$ cat src/rtl/softmax_controller_16.sv
// softmax_controller_16: pass sequencer for the 16-bit softmax datapath.
// Clears the stage blocks, launches MAX -> EXP_SUM -> LN -> NORM in order,
// waits for each stage's done rising edge, counts the NORM output stream and
// reports success, timeout, bad length or count mismatch.
//
// Handshake: ctrl_start_i is a request that is accepted only in IDLE (not
// queued otherwise); each stage is launched by a one-cycle one-hot pulse on
// ctrl_stage_start_o and acknowledged by a rising edge on its bit of
// ctrl_stage_done_i; a level that is already high on entry is not an edge.
module softmax_controller_16 #(
  parameter int data_size = 16,
  parameter int max_len   = 10,
  parameter int timeout   = 1024
) (
  input  logic       clock_i,
  input  logic       reset_n_i,
  input  logic       ctrl_start_i,
  input  logic [7:0] ctrl_number_of_data_i,
  input  logic       ctrl_abort_i,
  input  logic [3:0] ctrl_stage_done_i,
  input  logic       ctrl_out_valid_i,
  output logic [3:0] ctrl_stage_start_o,
  output logic       ctrl_clear_o,
  output logic [7:0] ctrl_number_of_data_o,
  output logic       ctrl_busy_o,
  output logic       ctrl_done_o,
  output logic       ctrl_error_o,
  output logic [1:0] ctrl_error_code_o,
  output logic [2:0] ctrl_state_o
);

  // Reject parameter values the counters cannot represent.
  if (timeout < 2 || timeout > 65535 || max_len < 1 || max_len > 255 || data_size < 1) begin : g_bad_params
    $error("softmax_controller_16: parameter out of range");
  end

  typedef enum logic [2:0] {
    S_IDLE    = 3'd0,
    S_CLEAR   = 3'd1,
    S_MAX     = 3'd2,
    S_EXP_SUM = 3'd3,
    S_LN      = 3'd4,
    S_NORM    = 3'd5,
    S_DONE    = 3'd6,
    S_FLUSH   = 3'd7
  } state_t;

  localparam logic [1:0]  CodeNone     = 2'd0;
  localparam logic [1:0]  CodeBadLen   = 2'd1;
  localparam logic [1:0]  CodeTimeout  = 2'd2;
  localparam logic [1:0]  CodeMismatch = 2'd3;
  localparam logic [15:0] WdogLast     = 16'(timeout - 1);
  localparam logic [7:0]  MaxLen       = 8'(max_len);

  state_t      state_q, state_d;
  logic [1:0]  fail_code;
  logic [3:0]  done_prev_q;
  logic [3:0]  done_edge;
  logic        cur_edge;
  logic        len_ok;
  logic        wdog_hit;
  logic [15:0] wdog_q, wdog_d;
  logic [7:0]  cnt_q, cnt_d, cnt_inc;
  logic [7:0]  len_q, len_d;
  logic [3:0]  start_q, start_d;
  logic        clear_q, clear_d;
  logic        busy_q, busy_d;
  logic        done_q, done_d;
  logic        err_q, err_d;
  logic [1:0]  code_q, code_d;

  assign done_edge = ctrl_stage_done_i & ~done_prev_q;
  assign len_ok    = (ctrl_number_of_data_i != 8'd0) && (ctrl_number_of_data_i <= MaxLen);
  assign wdog_hit  = (wdog_q == WdogLast);
  // The valid arriving with the NORM done edge is part of the final count.
  assign cnt_inc   = (ctrl_out_valid_i && cnt_q != 8'hFF) ? cnt_q + 8'd1 : cnt_q;

  // State register.
  always_ff @(posedge clock_i or negedge reset_n_i) begin
    if (!reset_n_i) state_q <= S_IDLE;
    else            state_q <= state_d;
  end

  // Next-state logic: abort beats a done edge, which beats the watchdog.
  always_comb begin
    state_d   = state_q;
    fail_code = CodeNone;
    cur_edge  = 1'b0;
    case (state_q)
      S_MAX:     cur_edge = done_edge[0];
      S_EXP_SUM: cur_edge = done_edge[1];
      S_LN:      cur_edge = done_edge[2];
      S_NORM:    cur_edge = done_edge[3];
      default:   cur_edge = 1'b0;
    endcase
    case (state_q)
      S_IDLE: begin
        if (ctrl_start_i && len_ok) state_d = S_CLEAR;
      end
      S_CLEAR: begin
        state_d = ctrl_abort_i ? S_FLUSH : S_MAX;
      end
      S_MAX, S_EXP_SUM, S_LN, S_NORM: begin
        if (ctrl_abort_i) begin
          state_d = S_FLUSH;
        end else if (cur_edge) begin
          case (state_q)
            S_MAX:     state_d = S_EXP_SUM;
            S_EXP_SUM: state_d = S_LN;
            S_LN:      state_d = S_NORM;
            default: begin
              if (cnt_inc == len_q) begin
                state_d = S_DONE;
              end else begin
                state_d   = S_FLUSH;
                fail_code = CodeMismatch;
              end
            end
          endcase
        end else if (wdog_hit) begin
          state_d   = S_FLUSH;
          fail_code = CodeTimeout;
        end
      end
      S_DONE:  state_d = S_IDLE;
      S_FLUSH: state_d = S_IDLE;
      default: state_d = S_IDLE;
    endcase
  end

  // Output and datapath next values, all taken from the state being entered.
  always_comb begin
    start_d = 4'b0000;
    if (state_d != state_q) begin
      case (state_d)
        S_MAX:     start_d = 4'b0001;
        S_EXP_SUM: start_d = 4'b0010;
        S_LN:      start_d = 4'b0100;
        S_NORM:    start_d = 4'b1000;
        default:   start_d = 4'b0000;
      endcase
    end
    clear_d = (state_d == S_CLEAR) || (state_d == S_FLUSH);
    busy_d  = (state_d != S_IDLE);
    done_d  = (state_d == S_DONE);

    err_d  = err_q;
    code_d = code_q;
    len_d  = len_q;
    if (state_q == S_IDLE && ctrl_start_i) begin
      if (len_ok) begin
        len_d  = ctrl_number_of_data_i;
        err_d  = 1'b0;
        code_d = CodeNone;
      end else begin
        err_d  = 1'b1;
        code_d = CodeBadLen;
      end
    end
    if (fail_code != CodeNone) begin
      err_d  = 1'b1;
      code_d = fail_code;
    end

    // Watchdog restarts on every state change.
    wdog_d = (state_d != state_q) ? 16'd0 : wdog_q + 16'd1;
    if (state_d == S_IDLE) wdog_d = 16'd0;

    cnt_d = cnt_q;
    if (state_d == S_NORM && state_q != S_NORM) cnt_d = 8'd0;
    else if (state_q == S_NORM)                  cnt_d = cnt_inc;
  end

  // Registered outputs and pass bookkeeping.
  always_ff @(posedge clock_i or negedge reset_n_i) begin
    if (!reset_n_i) begin
      done_prev_q <= 4'b0000;
      wdog_q      <= 16'd0;
      cnt_q       <= 8'd0;
      len_q       <= 8'd0;
      start_q     <= 4'b0000;
      clear_q     <= 1'b0;
      busy_q      <= 1'b0;
      done_q      <= 1'b0;
      err_q       <= 1'b0;
      code_q      <= CodeNone;
    end else begin
      done_prev_q <= ctrl_stage_done_i;
      wdog_q      <= wdog_d;
      cnt_q       <= cnt_d;
      len_q       <= len_d;
      start_q     <= start_d;
      clear_q     <= clear_d;
      busy_q      <= busy_d;
      done_q      <= done_d;
      err_q       <= err_d;
      code_q      <= code_d;
    end
  end

  assign ctrl_stage_start_o    = start_q;
  assign ctrl_clear_o          = clear_q;
  assign ctrl_number_of_data_o = len_q;
  assign ctrl_busy_o           = busy_q;
  assign ctrl_done_o           = done_q;
  assign ctrl_error_o          = err_q;
  assign ctrl_error_code_o     = code_q;
  assign ctrl_state_o          = state_q;

endmodule
$ cat config.mk
export PLATFORM = sky130hd
export DESIGN_NAME = softmax_controller_16
export DESIGN_NICKNAME = d
export VERILOG_FILES = /design/src/rtl/softmax_controller_16.sv
export SDC_FILE = /design/constraint.sdc
export NUM_CORES = 1
export LEC_CHECK = 0
export CAP_MARGIN = 20
export CORE_ASPECT_RATIO = 1.5
export CORE_UTILIZATION = 46
export DETAILED_ROUTE_END_ITERATION = 12
export GPL_ROUTABILITY_DRIVEN = 0
export PLACE_DENSITY = 0.81
export SYNTH_ARGS = -nofsm -noshare
export SYNTH_HDL_FRONTEND = slang
export SYNTH_SLANG_ARGS = --single-unit
$ cat constraint.sdc
create_clock -name clock_i -period 2.2 [get_ports clock_i]
set_clock_uncertainty 0.05 [all_clocks]
set_input_delay 0.66 -clock clock_i [delete_from_list [all_inputs] [get_ports clock_i]]
set_output_delay 0.66 -clock clock_i [all_outputs]
set_load 0.01 [all_outputs]
# Word level (Yosys, flattened, before mapping)
# Cells that the tools add are included.
dict set report op_classes {
  n_addsub 2
  mul 0
  div_mod_pow 0
  order_cmp 1
  n_eq_ne 19
  shift 0
  n_mux 28
  bitwise 2
  n_reduce_logical 17
}
# cell count
set ops {}
lappend ops {{16-bit 2-to-1 mux} 2}
lappend ops {{3-bit equality test, second input constant} 8}
lappend ops {{8-bit 2-to-1 mux} 3}
lappend ops {{16-bit by 1-bit adder with 16-bit output, second input constant} 1}
lappend ops {{16-bit by 10-bit equality test with 1-bit output, second input constant} 1}
lappend ops {{2-bit 2-to-1 mux} 8}
lappend ops {{4-bit one-hot mux with 4 select lines} 1}
lappend ops {{3-bit 2-to-1 mux} 5}
lappend ops {{3-bit by 2-bit equality test with 1-bit output, second input constant} 4}
lappend ops {{3-bit one-hot mux with 4 select lines} 1}
lappend ops {{3-bit one-hot mux with 3 select lines} 1}
lappend ops {{8-bit by 1-bit adder with 8-bit output, second input constant} 1}
lappend ops {{8-bit equality test} 1}
lappend ops {{8-bit by 4-bit <= comparator with 1-bit output, second input constant} 1}
lappend ops {{8-bit != test, second input constant} 1}
lappend ops {{8-bit nonzero test} 1}
lappend ops {{3-bit by 1-bit equality test with 1-bit output, second input constant} 2}
lappend ops {{3-bit logical NOT} 2}
lappend ops {{2-bit nonzero test} 3}
lappend ops {{1-bit logical AND} 5}
lappend ops {{1-bit 2-to-1 mux} 5}
lappend ops {{4-bit bitwise AND} 1}
lappend ops {{4-bit 2-to-1 mux} 1}
lappend ops {{4-bit NOT} 1}
lappend ops {{other kinds (9)} 9}
dict set report word_totals {
  reg_bits 49
  latch_bits 0
  ram_bits 0
  romBits 0
  in_bits 17
  out_inout_bits 21
  elab_cells 80
  n_memories 0
}

# Longest topological paths before layout
# Gate-level depths: netlist (run 1).
dict set report logic_depth {
  ltp_word 12
  mapped_depth 9
  depth_no_buf 8
}

# Least setup slack after synthesis (run 1)
# Ideal clock, no wire load.
dict set report synth_path {
  path_kind {register -> register}
  startpoint {reg wdog_q[0]}
  endpoint {reg wdog_q[5]}
  setup_ns 0.069
  arrival_ns 2.288
  required_ns 2.081
  path_slack_ns -0.207
  stages_incl_launch_ff 10
  n_path_buf 1
  synth_period_minus_slack_ns 2.407
  path_cell_list {dfrtp_1 ha_1 and4_4 and3_4 and2_4 or3_1 a222oi_1 nand2_2 buf_6 nor2_2}
}
dict set report synth_via {
  elab_chain_len 8
  word_cells_on_any_way 10
  cone_classes {1 x add/sub; 2 x eq/ne; 6 x mux; 1 x reduce/logical}
}
# element line_no
set synth_rtl {}
lappend synth_rtl {{from (decl)} 62} ;# logic [15:0] wdog_q, wdog_d;
lappend synth_rtl {{from (signal assigned)} 189} ;# wdog_q <= wdog_d;
lappend synth_rtl {{16-bit by 10-bit equality test with 1-bit output} 74} ;# assign wdog_hit = (wdog_q == WdogLast);
lappend synth_rtl {{3-bit 2-to-1 mux} 120} ;# end else if (wdog_hit) begin
lappend synth_rtl {{3-bit 2-to-1 mux} 106} ;# end else if (cur_edge) begin
lappend synth_rtl {{3-bit 2-to-1 mux} 104} ;# if (ctrl_abort_i) begin
lappend synth_rtl {{3-bit one-hot mux with 4 select lines} 96} ;# case (state_q)
lappend synth_rtl {{3-bit != test} 166} ;# wdog_d = (state_d != state_q) ? 16'd0 : wdog_q + 16'd1;
lappend synth_rtl {{16-bit 2-to-1 mux} 166}
lappend synth_rtl {{16-bit 2-to-1 mux *} 167} ;# if (state_d == S_IDLE) wdog_d = 16'd0;
lappend synth_rtl {{named net wdog_d[5]} 62}
# Mark *: on every way through the listed nets, which the timed path passes. The rest lies on a longest branch.
# A chain may end at the register's enable or synchronous reset.

# Final worst setup path (run 1)
dict set report layout_path {
  startpoint {in ctrl_stage_done_i[3]}
  endpoint {reg wdog_q[1]}
}
dict set report layout_via {
  elab_chain_len 8
  word_cells_on_any_way 9
  cone_classes {1 x eq/ne; 6 x mux; 1 x bitwise; 1 x reduce/logical}
}
# element line_no
set layout_rtl {}
lappend layout_rtl {{from (decl)} 20} ;# input logic [3:0] ctrl_stage_done_i,
lappend layout_rtl {{4-bit bitwise AND *} 72} ;# assign done_edge = ctrl_stage_done_i & ~done_prev_q;
lappend layout_rtl {{1-bit one-hot mux with 4 select lines *} 89} ;# case (state_q)
lappend layout_rtl {{3-bit 2-to-1 mux *} 106}
lappend layout_rtl {{3-bit 2-to-1 mux *} 104}
lappend layout_rtl {{3-bit one-hot mux with 4 select lines *} 96}
lappend layout_rtl {{3-bit != test} 166}
lappend layout_rtl {{16-bit 2-to-1 mux} 166}
lappend layout_rtl {{16-bit 2-to-1 mux *} 167}
lappend layout_rtl {{named net wdog_d[1]} 62}
# Marked as above.

==> results.sh, run 1 <==
export IMPL_worst_slew_pin_slew_ns=0.455
export IMPL_vias=2432
export IMPL_place_ws_ns=-0.672
export IMPL_ys_flop_type="dfrtp_1"
export IMPL_clock_sinks=49
export IMPL_fin_hold_ws_ns=0.237
export IMPL_clockPowerShare_pct=17.4
export IMPL_critPathKind="primary input to flip-flop"
export IMPL_setup_worst_path_end_class="flip-flop"
export IMPL_switching_share_pct=36.4
export IMPL_ff2ff_path_depth=9
export IMPL_die_h_um=95.2
export IMPL_synth_compound_area_share_pct=9.85
export IMPL_critPathLaunchType="primary input"
export IMPL_syn_cell_area_sq_mm=0.00267
export IMPL_worst_endpoint_required_ns=2.39
export IMPL_synthTopCellsByCount="49 x dfrtp_1, 29 x nor2_1, 20 x nand2_1"
export IMPL_fmax_ghz=0.439
export IMPL_synth_top_family_by_area="simple AND/OR/NAND/NOR gates"
export IMPL_crit_path_frequent_cell="buf_4"
export IMPL_slew_violations=0
export IMPL_io_pins=38
export IMPL_insertion_delay_ns=0.31
export IMPL_drt_initial_drc_count=150
export IMPL_yosys_area_share_simple_pct=26.4
export IMPL_hold_viol=0
export IMPL_core_sq_mm=0.00553
export IMPL_dpl_hpwl_um=4710
export IMPL_slowest_delay_ns=0.37
export IMPL_grt_pass1_vias=2368
export IMPL_grt_max_degree=31
export IMPL_via_per_inst=5.44
export IMPL_die_area_sq_mm=0.00611
export IMPL_slew_limit_headroom_pct=69.7
export IMPL_synthTopCellsByArea="dfrtp_1 46%, xor2_1 6.2%, nor2_1 4.1%"
export IMPL_yosysWarnings=0
export IMPL_syn2layout_area_growth_pct=47.1
export IMPL_synth_edf_count=0
export IMPL_pwr_share_seq_pct=32.1
export IMPL_wirelength_um=6920
export IMPL_cp_max_fo=4
export IMPL_crit_reg2reg_launch="wdog_q[1]"
export IMPL_wl_per_cell_um=15.5
export IMPL_nets=395
export IMPL_reg2reg_to="wdog_q[1]"
export IMPL_yosysSeqAreaShare_pct=46.0
export IMPL_setup_violations=17
export IMPL_combPwrFrac_pct=50.6
export IMPL_diodes=0
export IMPL_timing_final_ws_setup_ns=-0.0777
export IMPL_yosysTopAreaCell="dfrtp_1"
export IMPL_synth_xor_area_share_pct=8.87
export IMPL_synth_most_common_cell="dfrtp_1"
export IMPL_filler_cell_count=386
export IMPL_netlist_instances=264
export IMPL_grt_use_total_pct=23.0
export IMPL_leakagePower_nw=1.79
export IMPL_tns_ns=-1.09
export IMPL_htreeDepth=2
export IMPL_synth_top_cell_area_share_pct=46.0
export IMPL_power_total_w=0.00385
export IMPL_cts_reportedPaths_clkPinSlew_ns=0.09
export IMPL_cts_root_buf="clkbuf_8"
export IMPL_grt_pass1_wl_um=10800
export IMPL_placementRows=33
export IMPL_portBuffers=37
export IMPL_cts_buffers=5
export IMPL_detail_route_drc_violations=0
export IMPL_min_period_ns=2.28
export IMPL_failed_checks="setup timing"
export IMPL_grt_overflow_total=0
export IMPL_cellPowerDensity_mw_per_mm2=981
export IMPL_path_cells="dlygate4sd2_1, or3b_4, nand4_4, or3_1, a222oi_1, buf_4, buf_4, and3_1"
export IMPL_route_antenna_remaining_nets=0
export IMPL_fin_util_pct=70.9
export IMPL_synth_avg_cell_area_sq_um=10.1
export IMPL_synth_adder_area_share_pct=0.939
export IMPL_synth_seq_cells=49
export IMPL_ys_async_sr_fraction_pct=100
export IMPL_initial_utilization_pct=48.2
export IMPL_status="finished, violations left"
export IMPL_fin_crit_sh_pct=104
export IMPL_cap_violations=0
export IMPL_ys_types=62
export IMPL_p_int_w=0.00245
export IMPL_clock_path_buffers=2
export IMPL_dr_pass1_iters=4
export IMPL_synth_nets=283
export IMPL_hp_class="primary input to async pin"
export IMPL_cpMaxStageDelayCell="or3_1"
export IMPL_antenna_found_initial=0
export IMPL_cts_tree="yes"
export IMPL_cp_arrival_ns=2.47
export IMPL_synthMuxAreaShare_pct=3.57
export IMPL_drive_above_1_share_pct=37.9
export IMPL_ir_drop_v=0.000731
export IMPL_rsz0062_at_grt="yes"
export IMPL_p_sw_w=0.00140
export IMPL_die_w_um=64.2
export IMPL_r2r_setup_slack_ns=-0.05
==> worst max-delay path by stage <==
stage                   endpoint  slack, ns                  from
finish                 wdog_q[1]      -0.08  ctrl_stage_done_i[3]
global route           wdog_q[6]      -0.17             wdog_q[0]
CTS                    wdog_q[2]      -0.03             wdog_q[0]
detailed placement  ctrl_clear_o      -0.67      ctrl_out_valid_i
global placement    ctrl_clear_o      -0.59      ctrl_out_valid_i
floorplan              wdog_q[0]      -0.12             wdog_q[0]
==> metrics by stage <==
| stage | std cells | cell area [sq um] |
|---|---|---|
| after floorplan | 264 | 2670 |
| after global placement | 415 | 3460 |
| after detailed placement | 415 | 3460 |
| after CTS | 433 | 3710 |
| after global routing | 447 | 3920 |
| final | 447 | 3920 |
==> area by class of cell <==
type / count / area (sq um) / share of cell area [%]
clock buffer: 6 / 82.6 / 2.11
clock inverter: 2 / 37.5 / 0.957
timing repair buffer: 117 / 986 / 25.1
multi-input combinational: 197 / 1480 / 37.6
inverter: 6 / 22.5 / 0.574
tap: 70 / 87.6 / 2.23
sequential: 49 / 1230 / 31.4
==> critical path: cells and delay by family <==
kind	cells	cell delay [ns]
buf+inv	3	0.56
simple gates	4	0.93
compound gates	1	0.31
==> logic make-up (layout without fill, tap and decap cells) <==
logic type | count (synthesis) | after routing
buf+inv | 18 | 131
compound gates | 38 | 38
flops | 49 | 49
mux | 9 | 9
xor+xnor | 27 | 27
fa+ha+maj | 2 | 2
simple gates | 121 | 121
==> power by group through the flow <==
stage	Combinational (W)	Sequential (W)	Clock, W
after floorplan	0.000876	0.00121	0
after global placement	0.00153	0.00121	0
after detailed placement	0.00156	0.00122	0
after CTS	0.00170	0.00121	0.000687
after global routing	0.00210	0.00125	0.000728
final	0.00195	0.00123	0.000669
==> flip-flops by register name, summed over array words and instances (netlist names) <==
name,count
cnt_q,8
ctrl_clear_o,1
ctrl_done_o,1
ctrl_stage_start_o,4
ctrl_number_of_data_o,8
done_prev_q,4
ctrl_error_o,1
ctrl_state_o,3
ctrl_busy_o,1
wdog_q,16
ctrl_error_code_o,2
==> repair_timing <==
item	4_1_cts	5_1_grt
setup buffers	10	14
hold buffers	0	0
hold endpoints to repair	0	0
setup endpoints to repair	40	30
gates resized for setup	22	24
pin swaps	16	14
==> cell usage in the layout (no fill, tap or decap), types with 4 or more instances in the layout <==
cell	instances
nor2_1	23
nor2_2	12
xor2_1	18
nor2_4	4
clkbuf_8	6
clkdlybuf4s50_1	30
buf_4	76
and3_1	6
o21ai_0	4
inv_1	5
nand3_1	10
nand2_1	20
nand4_1	9
nor2b_1	5
mux2i_1	5
a21oi_1	8
xnor2_1	8
dfrtp_1	46
dlygate4sd2_1	4
==> per-layer routing <==
| metal | up-vias | global-route usage, % | part of all wire, % |
|---|---|---|---|
| li1 | 1150 | - | - |
| met2 | 50 | 44.4 | 55 |
| met3 | 13 | 4.67 | 2.5 |
| met5 | - | 0 | 0 |
| met1 | 1219 | 25.0 | 40 |
| met4 | 0 | 6.48 | 1.7 |
Power figures use the tool's default switching activity.
==> inputs of run 2 (changes only) <==
--- a/config.mk
+++ b/config.mk
@@ -7,10 +7,10 @@
 export LEC_CHECK = 0
 export CAP_MARGIN = 20
 export CORE_ASPECT_RATIO = 1.5
-export CORE_UTILIZATION = 46
+export CORE_UTILIZATION = 49
 export DETAILED_ROUTE_END_ITERATION = 12
 export GPL_ROUTABILITY_DRIVEN = 0
-export PLACE_DENSITY = 0.81
+export PLACE_DENSITY = 0.85
 export SYNTH_ARGS = -nofsm -noshare
 export SYNTH_HDL_FRONTEND = slang
 export SYNTH_SLANG_ARGS = --single-unit
==> run 2 against run 1 <==
Compared with the run above: the flow still finishes with violations (setup timing); flip-flop and latch count unchanged; critical path depth increased by 1; wire length increased by 21%; setup slack got worse by 0.11 ns; register-to-register slack got worse by 0.14 ns; non-clock buffer count decreased by 5; clock power decreased by 17%; critical path type is now flip-flop to flip-flop; critical endpoint is now wdog_q[12]; highest routed layer unchanged.
==> results.sh, run 2 (synthesis gave the netlist of run 1 again) <==
export IMPL_largest_reg_flops=16
export IMPL_grt_max_degree=50
export IMPL_cap_violations=0
export IMPL_final_cell_mix="65 x buf_4, 47 x dfrtp_1, 28 x clkdlybuf4s50_1"
export IMPL_combPwrFrac_pct=56.0
export IMPL_cp_arrival_ns=2.55
export IMPL_setup_worst_path_end_class="flip-flop"
export IMPL_filler_cell_count=320
export IMPL_switching_share_pct=40.8
export IMPL_p_int_w=0.00241
export IMPL_via_per_inst=5.94
export IMPL_wirelength_um=8350
export IMPL_io_pins=38
export IMPL_clock_path_buffers=2
export IMPL_cts_tree="yes"
export IMPL_initial_utilization_pct=51.2
export IMPL_dpl_hpwl_um=4800
export IMPL_pwr_share_seq_pct=30.3
export IMPL_hp_class="primary input to async pin"
export IMPL_leakagePower_nw=1.80
export IMPL_worst_endpoint_required_ns=2.36
export IMPL_failed_checks="setup timing"
export IMPL_clock_sinks=49
export IMPL_syn2layout_area_growth_pct=49.1
export IMPL_diodes=0
export IMPL_slew_limit_headroom_pct=71.0
export IMPL_die_h_um=92.3
export IMPL_path_cells="or4_1, nor3_2, nand4_1, nand2_2, buf_4, o31ai_2, nand2_2, buf_6, nor2_2"
export IMPL_cts_root_buf="clkbuf_8"
export IMPL_portBuffers=37
export IMPL_cts_reportedPaths_clkPinSlew_ns=0.10
export IMPL_fin_crit_sh_pct=109
export IMPL_timing_final_ws_setup_ns=-0.187
export IMPL_ir_drop_v=0.000901
export IMPL_dr_pass1_iters=4
export IMPL_slowest_delay_ns=0.54
export IMPL_cpMaxStageDelayCell="or4_1"
export IMPL_path_buf_inv=2
export IMPL_top_register="wdog_q"
export IMPL_mostFrequentLayoutCell="buf_4"
export IMPL_placementRows=32
export IMPL_worst_slew_pin_slew_ns=0.433
export IMPL_slew_violations=0
export IMPL_fin_util_pct=76.4
export IMPL_route_antenna_remaining_nets=0
export IMPL_wl_per_cell_um=19.0
export IMPL_die_area_sq_mm=0.00575
export IMPL_critPathLaunchType="flip-flop"
export IMPL_grt_pass1_wl_um=11900
export IMPL_tns_ns=-3.65
export IMPL_grt_pass1_vias=2606
export IMPL_antenna_found_initial=0
export IMPL_insertion_delay_ns=0.32
export IMPL_grt_overflow_total=0
export IMPL_setup_violations=26
export IMPL_fin_hold_ws_ns=0.262
export IMPL_detail_route_drc_violations=0
export IMPL_critPathKind="flip-flop to flip-flop"
export IMPL_drt_initial_drc_count=215
export IMPL_status="finished, violations left"
export IMPL_vias=2613
export IMPL_cts_buffers=5
export IMPL_grt_use_total_pct=26.2
export IMPL_htreeDepth=2
export IMPL_p_sw_w=0.00166
export IMPL_crit_family="simple AND/OR/NAND/NOR gates"
export IMPL_core_sq_mm=0.00520
export IMPL_hold_viol=0
export IMPL_cellPowerDensity_mw_per_mm2=1020
export IMPL_cp_max_fo=6
export IMPL_die_w_um=62.2
export IMPL_crit_path_frequent_cell="nand2_2"
export IMPL_nets=390
export IMPL_clockPowerShare_pct=13.7
export IMPL_rsz0062_at_grt="yes"
export IMPL_fmax_ghz=0.419
export IMPL_drive_above_1_share_pct=40.6
export IMPL_min_period_ns=2.39
## run 2: changes by cell type in the layout (fill, tap and decap cells not counted), moves of 3 or more
cell            delta
nand2_2            +3
buf_4             -11
nand2_1            -3
buf_6              +5
dlymetal6s2s_1     +3
nor2_4             +3
## run 2: power by group through the flow
stage / sequential [W] / combinational, W / clock [W]
final: 0.00123 / 0.00228 / 0.000557
after global routing: 0.00125 / 0.00239 / 0.000593
after CTS: 0.00120 / 0.00182 / 0.000546
after detailed placement: 0.00122 / 0.00159 / 0
after global placement: 0.00122 / 0.00154 / 0
after floorplan: 0.00121 / 0.000876 / 0
## run 2: through the flow
stage	power [W]	setup WS [ns]	instance area (sq um)	instances
5_1_grt	0.00423	-0.313	3980	440
6_report	0.00406	-0.187	3980	440
2_1_floorplan	0.00209	-0.120	2670	264
4_1_cts	0.00356	-0.0938	3720	432
3_3_place_gp	0.00276	-0.594	3460	413
3_5_place_dp	0.00281	-0.649	3460	413
## run 2: final timing paths
| kind | start | endpoint | slack, ns | cells after the start |
|---|---|---|---|---|
| worst max-delay path | wdog_q[12] | wdog_q[12] | -0.19 | 9 |
| worst min-delay path | reset_n_i | ctrl_clear_o | 0.26 | 2 |
| worst max register to register | wdog_q[12] | wdog_q[12] | -0.19 | 9 |
| worst min register to register | ctrl_number_of_data_o[5] | ctrl_number_of_data_o[5] | 0.52 | 1 |
| max in group asynchronous | reset_n_i | wdog_q[14] | 1.59 | 2 |
| min in group clock_i | ctrl_stage_done_i[0] | done_prev_q[0] | 0.45 | 1 |
## run 2: layout make-up
cell class / count / area, sq um / area share [%]
Multi-Input combinational cell: 197 / 1550 / 39.0
Tap cell: 68 / 85.1 / 2.14
Sequential cell: 49 / 1230 / 30.9
Timing Repair Buffer: 112 / 1000 / 25.1
Clock inverter: 2 / 15.0 / 0.378
Clock buffer: 6 / 72.6 / 1.83
Inverter: 6 / 25.0 / 0.629
## run 2: repair_timing
item | 4_1_cts | 5_1_grt
hold buffers | 0 | 0
gates resized for setup | 30 | 42
buffers inserted | 11 | 8
setup endpoints to repair | 38 | 35
pin swaps | 18 | 29
## run 2: metal layers
metal | track usage [%] | wire length, um | up-vias
li1 | - | - | 1142
met1 | 28.0 | 3100 | 1339
met2 | 48.9 | 4680 | 95
met3 | 5.30 | 278 | 37
met4 | 12.2 | 299 | 0
met5 | 0 | 0 | -
==> inputs of run 3 (changes only) <==
--- a/config.mk
+++ b/config.mk
@@ -7,10 +7,11 @@
 export LEC_CHECK = 0
 export CAP_MARGIN = 20
 export CORE_ASPECT_RATIO = 1.5
-export CORE_UTILIZATION = 49
+export CORE_UTILIZATION = 50
+export CTS_CLUSTER_DIAMETER = 50
 export DETAILED_ROUTE_END_ITERATION = 12
 export GPL_ROUTABILITY_DRIVEN = 0
-export PLACE_DENSITY = 0.85
+export PLACE_DENSITY = 0.83
 export SYNTH_ARGS = -nofsm -noshare
 export SYNTH_HDL_FRONTEND = slang
 export SYNTH_SLANG_ARGS = --single-unit
==> constraint.sdc (replaced) <==
create_clock -name clock_i -period 2.5 [get_ports clock_i]
set_clock_uncertainty 0.05 [all_clocks]
set_input_delay 0.75 -clock clock_i [delete_from_list [all_inputs] [get_ports clock_i]]
set_output_delay 0.75 -clock clock_i [all_outputs]
set_load 0.01 [all_outputs]
==> run 3 against run 2 <==
Compared with the run above: the flow now finishes without violations; sequential share of layout area up 3.7 points; register-to-register slack gained 0.28 ns; first-iteration DRC count fell by 32%; clock-buffer cell count did not move; maximum frequency shrank 0.90%; non-clock buffer count down 35; final cell count down 8.0%; die area is 1.9% lower; combinational power decreased by 37%; setup slack better by 0.28 ns; global-route usage down 2.0 points; largest cell class unchanged; largest power group unchanged.
==> results.sh, run 3 (synthesis gave the netlist of run 1 again) <==
export IMPL_route_antenna_remaining_nets=0
export IMPL_io_pins=38
export IMPL_busiest_layer="met2"
export IMPL_cpMaxStageDelayCell="dfrtp_1"
export IMPL_cts_tree="yes"
export IMPL_hold_viol=0
export IMPL_syn2layout_area_growth_pct=32.9
export IMPL_cts_root_buf="clkbuf_8"
export IMPL_dpl_instance_area_sq_mm=0.00328
export IMPL_place_ws_ns=-0.382
export IMPL_drive_above_1_share_pct=26.7
export IMPL_met1_usage_pct=26.1
export IMPL_status="completed"
export IMPL_min_period_ns=2.41
export IMPL_diodes=0
export IMPL_setup_violations=0
export IMPL_grt_overflow_total=0
export IMPL_detail_route_drc_violations=0
export IMPL_fmax_ghz=0.415
export IMPL_critPathLaunchType="flip-flop"
export IMPL_drt_initial_drc_count=147
export IMPL_grt_pass1_wl_um=10200
export IMPL_tns_ns=0
export IMPL_critPathKind="flip-flop to flip-flop"
export IMPL_placementRows=32
export IMPL_fin_crit_sh_pct=96.4
export IMPL_dpl_hpwl_um=4570
export IMPL_slowest_delay_ns=0.40
export IMPL_antenna_found_initial=0
export IMPL_via_per_inst=5.61
export IMPL_grt_max_degree=29
export IMPL_hp_class="primary input to async pin"
export IMPL_clock_sinks=49
export IMPL_path_cells="ha_2, and4_4, and3_4, and2_4, or3_4, a222oi_1, buf_4, nand2_2, buf_6, nor2_2"
export IMPL_use_met3_pct=3.99
export IMPL_top_register="wdog_q"
export IMPL_leakagePower_nw=1.61
export IMPL_worst_endpoint_required_ns=2.69
export IMPL_cts_buffers=5
export IMPL_core_sq_mm=0.00512
export IMPL_dr_pass1_iters=4
export IMPL_rsz0062_at_grt="no"
export IMPL_clock_path_buffers=2
export IMPL_timing_final_ws_setup_ns=0.0912
export IMPL_path_buf_inv=2
export IMPL_mostFrequentLayoutCell="dfrtp_1"
export IMPL_slew_limit_headroom_pct=66.4
export IMPL_htreeDepth=2
export IMPL_grt_use_total_pct=24.2
export IMPL_cp_max_fo=8
export IMPL_design_area_sq_mm=0.00354
export IMPL_die_w_um=61.6
export IMPL_worst_slew_pin_slew_ns=0.504
export IMPL_cap_violations=0
export IMPL_vias=2274
export IMPL_grt_pass1_vias=2355
export IMPL_gr_usage_met2_pct=44.3
export IMPL_fin_util_pct=69.2
export IMPL_r2r_setup_slack_ns=0.09
export IMPL_crit_family="simple AND/OR/NAND/NOR gates"
export IMPL_die_h_um=91.4
export IMPL_setup_worst_path_end_class="flip-flop"
export IMPL_largest_reg_flops=16
export IMPL_nets=355
export IMPL_final_cell_mix="49 x dfrtp_1, 35 x buf_4, 32 x clkdlybuf4s50_1"
export IMPL_die_area_sq_mm=0.00563
export IMPL_cts_reportedPaths_clkPinSlew_ns=0.09
export IMPL_portBuffers=37
export IMPL_initial_utilization_pct=52.0
export IMPL_cp_arrival_ns=2.59
export IMPL_cellPowerDensity_mw_per_mm2=879
export IMPL_ir_drop_v=0.000667
export IMPL_slew_violations=0
export IMPL_fin_hold_ws_ns=0.352
export IMPL_wl_per_cell_um=16.1
export IMPL_wirelength_um=6500
export IMPL_insertion_delay_ns=0.30
## run 3: cell types whose count changed in the layout (fill, tap and decap cells not counted), sizes merged
cell / before / now
buf: 76 / 41
clkdlybuf4s50: 28 / 32
dlygate4sd2: 3 / 0
bufinv: 0 / 1
clkdlybuf4s15: 1 / 0
clkinvlp: 2 / 1
## run 3: power by group
part | internal, W | total [W] | switching, W
sequential | 0.000918 | 0.00109 | 0.000172
combinational | 0.000724 | 0.00144 | 0.000715
clock | 0.000325 | 0.000588 | 0.000262
## run 3: cell type report
class / instances / area, sq um
fillers: 421 / 1580
well taps: 68 / 85.1
clock buffers: 6 / 82.6
multi-input cells: 197 / 1390
flip-flops and latches: 49 / 1230
clock inverters: 2 / 37.5
inverters: 6 / 22.5
repair buffers: 77 / 703
## run 3: what timing repair did
| action | in CTS | in global routing |
|---|---|---|
| hold buffers | 0 | 0 |
| endpoints found under the setup margin | 18 | 21 |
| resized for setup | 9 | 15 |
| buffers inserted | 2 | 5 |
| pin swaps | 8 | 9 |
## run 3: through the flow
| step | total power, W | instances |
|---|---|---|
| after detailed placement | 0.00236 | 390 |
| after global placement | 0.00231 | 390 |
| final | 0.00312 | 405 |
| after CTS | 0.00302 | 400 |
| after global routing | 0.00331 | 405 |
| after floorplan | 0.00184 | 264 |
## run 3: path summary, 6_finish.rpt
| kind | start | end | cells past startpoint |
|---|---|---|---|
| worst max register to register | wdog_q[1] | wdog_q[2] | 10 |
| max in group asynchronous | reset_n_i | wdog_q[13] | 2 |
| worst min register to register | wdog_q[8] | wdog_q[8] | 2 |
| worst max-delay path | wdog_q[1] | wdog_q[2] | 10 |
| min in group clock_i | wdog_q[8] | wdog_q[8] | 2 |
| worst min-delay path | reset_n_i | ctrl_number_of_data_o[0] | 1 |
## run 3: routing by layer
metal	vias up	share of wire, %
met3	12	3.9
met2	65	57
li1	1076	-
met1	1121	37
met4	0	2.2
met5	-	0
